==> src/rtl/if_fetch_pkg.sv <==
// Shared definitions for the instruction-fetch stage.
// Holds reset/bubble constants, the fetch FSM state encoding and the IF/ID
// register control operations.
package if_fetch_pkg;

  localparam logic        RST_ENA    = 1'b0;
  localparam int unsigned INST_WIDTH = 32;
  localparam logic [31:0] ZERO_WORD  = 32'h0000_0000;
  localparam logic [31:0] NOP_INST   = 32'h0000_0013;  // addi x0,x0,0
  localparam logic [31:0] RESET_PC   = 32'h0000_0000;

  typedef enum logic [1:0] {
    StWait = 2'd0,
    StRun  = 2'd1,
    StHalt = 2'd2
  } fetch_state_e;

  // IF/ID register action for the coming edge.
  typedef enum logic [1:0] {
    IdHold   = 2'd0,
    IdLoad   = 2'd1,
    IdBubble = 2'd2
  } id_op_e;

endpackage

==> src/rtl/if_fetch_if.sv <==
// Instruction ROM read port.
//   rena  : read enable (fetch -> ROM)
//   raddr : byte address, ROM decodes [31:2] (fetch -> ROM)
//   rdata : combinational read data for raddr (ROM -> fetch)
interface if_fetch_if #(
  parameter int unsigned ADDR_WIDTH = 32,
  parameter int unsigned DATA_WIDTH = 32
) ();

  logic                  rena;
  logic [ADDR_WIDTH-1:0] raddr;
  logic [DATA_WIDTH-1:0] rdata;

  modport master (output rena, output raddr, input rdata);
  modport slave  (input rena, input raddr, output rdata);

endinterface

==> src/rtl/if_id_reg.sv <==
// IF/ID pipeline register.
//   clk, arst_n      : clock, async active-low reset
//   op               : hold / load captured word / load bubble
//   inst_d, addr_d   : word and its address; addr_d also tags a bubble
//   inst, inst_addr  : registered instruction and address
//   inst_valid       : register holds a real instruction
module if_id_reg #(
  parameter int unsigned                  ADDR_WIDTH = 32,
  parameter int unsigned                  DATA_WIDTH = 32,
  parameter logic        [DATA_WIDTH-1:0] NOP_INST   = DATA_WIDTH'(if_fetch_pkg::NOP_INST),
  parameter logic        [ADDR_WIDTH-1:0] RESET_PC   = ADDR_WIDTH'(if_fetch_pkg::RESET_PC)
) (
  input  logic                   clk,
  input  logic                   arst_n,
  input  if_fetch_pkg::id_op_e   op,
  input  logic [DATA_WIDTH-1:0]  inst_d,
  input  logic [ADDR_WIDTH-1:0]  addr_d,
  output logic [DATA_WIDTH-1:0]  inst,
  output logic [ADDR_WIDTH-1:0]  inst_addr,
  output logic                   inst_valid
);
  import if_fetch_pkg::*;

  always_ff @(posedge clk or negedge arst_n) begin
    if (!arst_n) begin
      inst       <= NOP_INST;
      inst_addr  <= RESET_PC;
      inst_valid <= 1'b0;
    end else begin
      unique case (op)
        IdLoad: begin
          inst       <= inst_d;
          inst_addr  <= addr_d;
          inst_valid <= 1'b1;
        end
        IdBubble: begin
          inst       <= NOP_INST;
          inst_addr  <= addr_d;
          inst_valid <= 1'b0;
        end
        default: ;  // IdHold
      endcase
    end
  end

endmodule

==> src/rtl/if_fetch.sv <==
// Instruction-fetch stage: owns the PC, reads the ROM and fills IF/ID.
//   clk, arst_n   : clock, async active-low reset
//   stall_i       : hold PC and IF/ID
//   flush_i       : replace this cycle's fetch with a bubble, refetch same PC
//   jump_i        : redirect PC to jump_addr_i (misaligned target halts)
//   rom           : ROM read port (master side)
//   inst_o, inst_addr_o, inst_valid_o : IF/ID contents
//   misalign_o    : sticky misaligned-jump fault
module if_fetch #(
  parameter int unsigned                  ADDR_WIDTH = 32,
  parameter int unsigned                  DATA_WIDTH = 32,
  parameter logic        [ADDR_WIDTH-1:0] RESET_PC   = ADDR_WIDTH'(if_fetch_pkg::RESET_PC),
  parameter logic        [DATA_WIDTH-1:0] NOP_INST   = DATA_WIDTH'(if_fetch_pkg::NOP_INST)
) (
  input  logic                  clk,
  input  logic                  arst_n,
  input  logic                  stall_i,
  input  logic                  flush_i,
  input  logic                  jump_i,
  input  logic [ADDR_WIDTH-1:0] jump_addr_i,
  if_fetch_if.master            rom,
  output logic [DATA_WIDTH-1:0] inst_o,
  output logic [ADDR_WIDTH-1:0] inst_addr_o,
  output logic                  inst_valid_o,
  output logic                  misalign_o
);
  import if_fetch_pkg::*;

  fetch_state_e          state_q, state_d;
  logic [ADDR_WIDTH-1:0] pc_q, pc_d;
  logic                  misalign_q, misalign_d;
  id_op_e                id_op;

  always_ff @(posedge clk or negedge arst_n) begin
    if (!arst_n) begin
      state_q    <= StWait;
      pc_q       <= RESET_PC;
      misalign_q <= 1'b0;
    end else begin
      state_q    <= state_d;
      pc_q       <= pc_d;
      misalign_q <= misalign_d;
    end
  end

  // Priority in RUN: jump > flush > stall > advance.
  always_comb begin
    state_d    = state_q;
    pc_d       = pc_q;
    misalign_d = misalign_q;
    id_op      = IdBubble;
    unique case (state_q)
      StWait: state_d = StRun;
      StRun: begin
        if (jump_i) begin
          // Target is taken even when misaligned so the faulting PC is visible.
          pc_d = jump_addr_i;
          if (jump_addr_i[1:0] != 2'b00) begin
            misalign_d = 1'b1;
            state_d    = StHalt;
          end
        end else if (flush_i) begin
          id_op = IdBubble;
        end else if (stall_i) begin
          id_op = IdHold;
        end else begin
          id_op = IdLoad;
          pc_d  = pc_q + ADDR_WIDTH'(4);
        end
      end
      default: ;  // StHalt: only reset leaves
    endcase
  end

  assign rom.rena   = (state_q == StRun);
  assign rom.raddr  = pc_q;
  assign misalign_o = misalign_q;

  if_id_reg #(
    .ADDR_WIDTH (ADDR_WIDTH),
    .DATA_WIDTH (DATA_WIDTH),
    .NOP_INST   (NOP_INST),
    .RESET_PC   (RESET_PC)
  ) u_if_id_reg (
    .clk        (clk),
    .arst_n     (arst_n),
    .op         (id_op),
    .inst_d     (rom.rdata),
    .addr_d     (pc_q),
    .inst       (inst_o),
    .inst_addr  (inst_addr_o),
    .inst_valid (inst_valid_o)
  );

endmodule

==> src/flat_wrapper.sv <==
// flat-port wrapper written by rule: the top's interface ports become plain ports
module if_fetch_flat import if_fetch_pkg::*;
#(
  parameter int unsigned                  ADDR_WIDTH = 32,
  parameter int unsigned                  DATA_WIDTH = 32,
  parameter logic        [ADDR_WIDTH-1:0] RESET_PC   = ADDR_WIDTH'(if_fetch_pkg::RESET_PC),
  parameter logic        [DATA_WIDTH-1:0] NOP_INST   = DATA_WIDTH'(if_fetch_pkg::NOP_INST)
)
  (clk, arst_n, stall_i, flush_i, jump_i, jump_addr_i, inst_o, inst_addr_o, inst_valid_o, misalign_o, rom_rena, rom_raddr, rom_rdata);
  if_fetch_if #(.ADDR_WIDTH(ADDR_WIDTH), .DATA_WIDTH(DATA_WIDTH)) rom_i ();
  input  logic clk;
  input  logic arst_n;
  input  logic stall_i;
  input  logic flush_i;
  input  logic jump_i;
  input  logic [ADDR_WIDTH-1:0] jump_addr_i;
  output logic [DATA_WIDTH-1:0] inst_o;
  output logic [ADDR_WIDTH-1:0] inst_addr_o;
  output logic inst_valid_o;
  output logic misalign_o;
  output wire logic [$bits(rom_i.rena)-1:0] rom_rena;
  output wire logic [$bits(rom_i.raddr)-1:0] rom_raddr;
  input wire logic [$bits(rom_i.rdata)-1:0] rom_rdata;
  assign rom_rena = rom_i.rena;
  assign rom_raddr = rom_i.raddr;
  assign rom_i.rdata = rom_rdata;
  if_fetch #(.ADDR_WIDTH(ADDR_WIDTH), .DATA_WIDTH(DATA_WIDTH), .RESET_PC(RESET_PC), .NOP_INST(NOP_INST)) u_core (.clk(clk), .arst_n(arst_n), .stall_i(stall_i), .flush_i(flush_i), .jump_i(jump_i), .jump_addr_i(jump_addr_i), .rom(rom_i), .inst_o(inst_o), .inst_addr_o(inst_addr_o), .inst_valid_o(inst_valid_o), .misalign_o(misalign_o));
endmodule
==> config.mk <==
export PLATFORM = sky130hd
export DESIGN_NAME = if_fetch_flat
export DESIGN_NICKNAME = d
export VERILOG_FILES = /design/src/rtl/if_fetch_pkg.sv /design/src/rtl/if_fetch_if.sv /design/src/rtl/if_id_reg.sv /design/src/rtl/if_fetch.sv /design/src/flat_wrapper.sv
export SDC_FILE = /design/constraint.sdc
export NUM_CORES = 1
export LEC_CHECK = 0
export ABC_AREA = 1
export BUFFER_PORTS_ARGS = -buffer_cell sky130_fd_sc_hd__buf_2
export CORE_UTILIZATION = 37
export CTS_BUF_LIST = sky130_fd_sc_hd__clkbuf_16
export CTS_CLUSTER_DIAMETER = 60
export DETAILED_ROUTE_END_ITERATION = 8
export GPL_TIMING_DRIVEN = 1
export PLACE_DENSITY = 0.71
export SYNTH_ARGS = -nofsm -noshare
export SYNTH_HDL_FRONTEND = slang
export SYNTH_HIERARCHICAL = 1
export SYNTH_SLANG_ARGS = --single-unit
==> constraint.sdc <==
create_clock -name clk -period 2.2 [get_ports clk]
set_input_delay 0.11 -clock clk [delete_from_list [all_inputs] [get_ports clk]]
set_output_delay 0.11 -clock clk [all_outputs]
set_load 0.01 [all_outputs]
==> summary.txt <==
Hold_ws: 0.01064 ns
GRT busiest layer: met2
Synth top area cells: dfrtp_1 48%, nand2_1 22%, nand3_1 6.3%
Clock power frac: 0.220
Mapped Area: 0.005071 mm^2
Power Density: 1144 mW/mm^2
Dpl hpwl: 10,560 um
Maximum clock frequency: 0.5281 GHz
Count of mapped cells out of synthesis: 692
Leak pwr: 3.616 nW
Remaining DRCs: 0
Max VDD drop: 458.9 uV
Pint: 0.004496 W
Yosys top cell area share: 0.4787
Hold WC Path Type: primary input to flip-flop
Adder-Cell Fraction of Synth Area: 0.007402
Port buffer count: 167
Worst skew pair latency: 0.35 ns
RSZ-0062 raised after global routing: false
Clock sink total: 100
Drt pass-1 iters: 5
Crit path arrival time: 2.18 ns
Setup-failing EPs final: 0
Final Max Slew Viols: 0
Placer Congestion: 0.9203
Antenna Nets Post-Route: 0
Run status: finished clean
Yosys synthesis warning count: 6
Fraction of layout cells with a size suffix above 1: 0.2474
Sw Share: 0.4082
Tot GR Track Use: 0.2178
Largest family of logic cells by synthesized area: simple AND/OR/NAND/NOR gates
Detailed Route Iter0 Violations: 410
Root buf cell: clkbuf_16
Post-CTS Setup Bufs: 0
Clock-pin slew on the worst setup and hold paths: 0.07 ns
Flop pwr share: 0.426
Vias in the first global route: 4,833
Switch Pwr: 0.003101 W
Mux share of post-synthesis cell area: 0
Flops & latches, synth: 100
Post-DR wirelength/cell: 14.17 um
Syn_area_per_cell: 7.328 um^2
Post-synth top area cell: dfrtp_1
Effective utilization at floorplan: 0.3814
Final hold vios: 0
CTS Buf Count: 9
NumNets Final: 948
GR Layer Usage met1: 0.2829
Filler Cell Count: 1,296
Initial antenna violation count: 0
Antenna Cells: 0
Worst Path Required: 2.49 ns
Die width: 119.1 um
Crit Path Max Fanout: 29
Number of maximum-capacitance violations: 0
Crit path kind: flip-flop to flip-flop
I/O pin count: 168
XOR/XNOR share of the synthesized area: 0
H-Tree Level Count: 3
Grt ovf: 0
CTS tree: yes
Largest net degree at the start of global routing: 67
Yosys cell types: 28
Post-synthesis simple-gate area fraction: 0.3763
Max Buffers Root-to-Sink: 2
Row cnt: 42
Setup TNS: 0 ns
Seq/Total Area, Yosys: 0.4942
Clock Skew: 0.01024 ns
Mapped Nets: 764
Met3 usage: 0.03688
Avg Vias per Cell: 4.835
Synth Area in Compound Gates: 0.05675
Area grow syn2layout: 30.92%
Vias post-DR: 5,111
Slew headroom: 0.5862
Combinational power share: 0.354
Startpoint types: flip-flop
Worst-Margin Slew: 0.6200 ns
Die area: 0.01418 mm^2
Core box area: 0.01330 mm^2
Global-route wire length before repair: 24,190 um
Final WL: 14,980 um
Period minus WS final: 1.893 ns
Die H: 119.1 um
CP Capture Type: flip-flop
Final Cycle Share: 0.8607
GR Layer Usage met2: 0.3634
-- power groups by stage --
stage | Clock (W) | Sequential [W] | Combinational, W
floorplan | 0 | 0.00335 | 0.00130
global placement | 0 | 0.00326 | 0.00260
detailed placement | 0 | 0.00326 | 0.00266
CTS | 0.00171 | 0.00323 | 0.00270
global route | 0.00177 | 0.00333 | 0.00303
finish | 0.00167 | 0.00324 | 0.00269
-- per-layer routing --
metal	vias to the layer above	routed length (um)
li1	2536	-
met1	2341	6734
met2	217	6926
met3	17	1086
met4	0	232
met5	-	0
-- flip-flops by register name (all words and copies together) (netlist names) --
register and cells:
u_core/rom.raddr 32, u_core/u_if_id_reg/inst 32, u_core/u_if_id_reg/inst_addr 32, u_core/state_q 2, u_core/misalign_o 1, u_core/u_if_id_reg/inst_valid 1
-- worst paths after layout --
kind                       slack [ns]         startpoint                                to  cells past startpoint
max                              0.31  u_core/state_q[1]  u_core/u_if_id_reg/inst_addr[26]                      9
min                              0.01       rom_rdata[4]        u_core/u_if_id_reg/inst[4]                      3
max reg2reg                      0.31  u_core/state_q[1]  u_core/u_if_id_reg/inst_addr[26]                      9
min reg2reg                      0.47  u_core/misalign_o                 u_core/misalign_o                      1
max in group asynchronous        1.34             arst_n              u_core/rom.raddr[26]                      3
min in group asynchronous        0.22             arst_n       u_core/u_if_id_reg/inst[13]                      2
-- Yosys cell counts (all sizes together) --
cell / n
nand4: 1
nor2: 82
or2: 5
clkbuf: 4
dfrtp: 97
o22ai: 5
dfstp: 3
a2bb2oi: 1
o21ai: 27
a31oi: 1
ha: 3
a22oi: 1
nand2: 307
nand3: 64
buf: 25
nor3: 1
and2: 1
a21oi: 19
inv: 45
-- layout make-up --
cell class	count	area [um^2]	area share
Sequential cell	100	2506	0.3775
Multi-Input combinational cell	518	2236	0.3368
Timing Repair Buffer	202	1200	0.1807
Clock buffer	9	225.2	0.03392
Tap cell	176	220.2	0.03317
Inverter	45	171.4	0.02582
Clock inverter	7	80.08	0.01206
-- layout by cell type, fill, tap and decap left out, drive strengths merged --
cell type,count
clkbuf,9
bufinv,2
a2bb2oi,1
nor3,1
a21oi,19
inv,49
nand4,1
dfrtp,97
nand2,307
o22ai,5
dlygate4sd3,23
a31oi,1
clkinv,1
a22oi,1
and2,1
buf,179
nand3,64
o21ai,27
dfstp,3
or2,5
nor2,82
ha,3
-- metrics by stage --
stage	utilization	power (W)	setup slack (ns)	cells	instance area [um^2]
global route	0.4993	0.008131	0.1044	1057	6639
global placement	0.4586	0.005860	0.2444	1018	6097
CTS	0.4989	0.007634	0.1245	1057	6633
floorplan	-	0.004648	0.4692	692	5071
finish	0.4993	0.007596	0.3065	1057	6639
detailed placement	0.4586	0.005911	0.1394	1018	6097
-- logic make-up after synthesis --
logic type / after synthesis
adders and majority gates: 3
and+or+nand+nor: 461
DFF: 100
buffers and inverters: 74
AOI/OAI and AO/OA: 54
-- what timing repair did --
item | in CTS | in global routing
setup endpoints to repair | 0 | 29
hold buffers | 23 | 0
endpoints found under the hold margin | 47 | 0
resized for setup | 0 | 3
-- critical path: stages (launching register included) --
cell	delay [ns]
dfrtp_1	0.41
nor2_2	0.18
nand2_1	0.13
nor2_1	0.11
inv_1	0.07
ha_2	0.32
inv_4	0.17
buf_6	0.27
nand2_1	0.10
nand2_1	0.07
(Power assumes the default switching activity.)
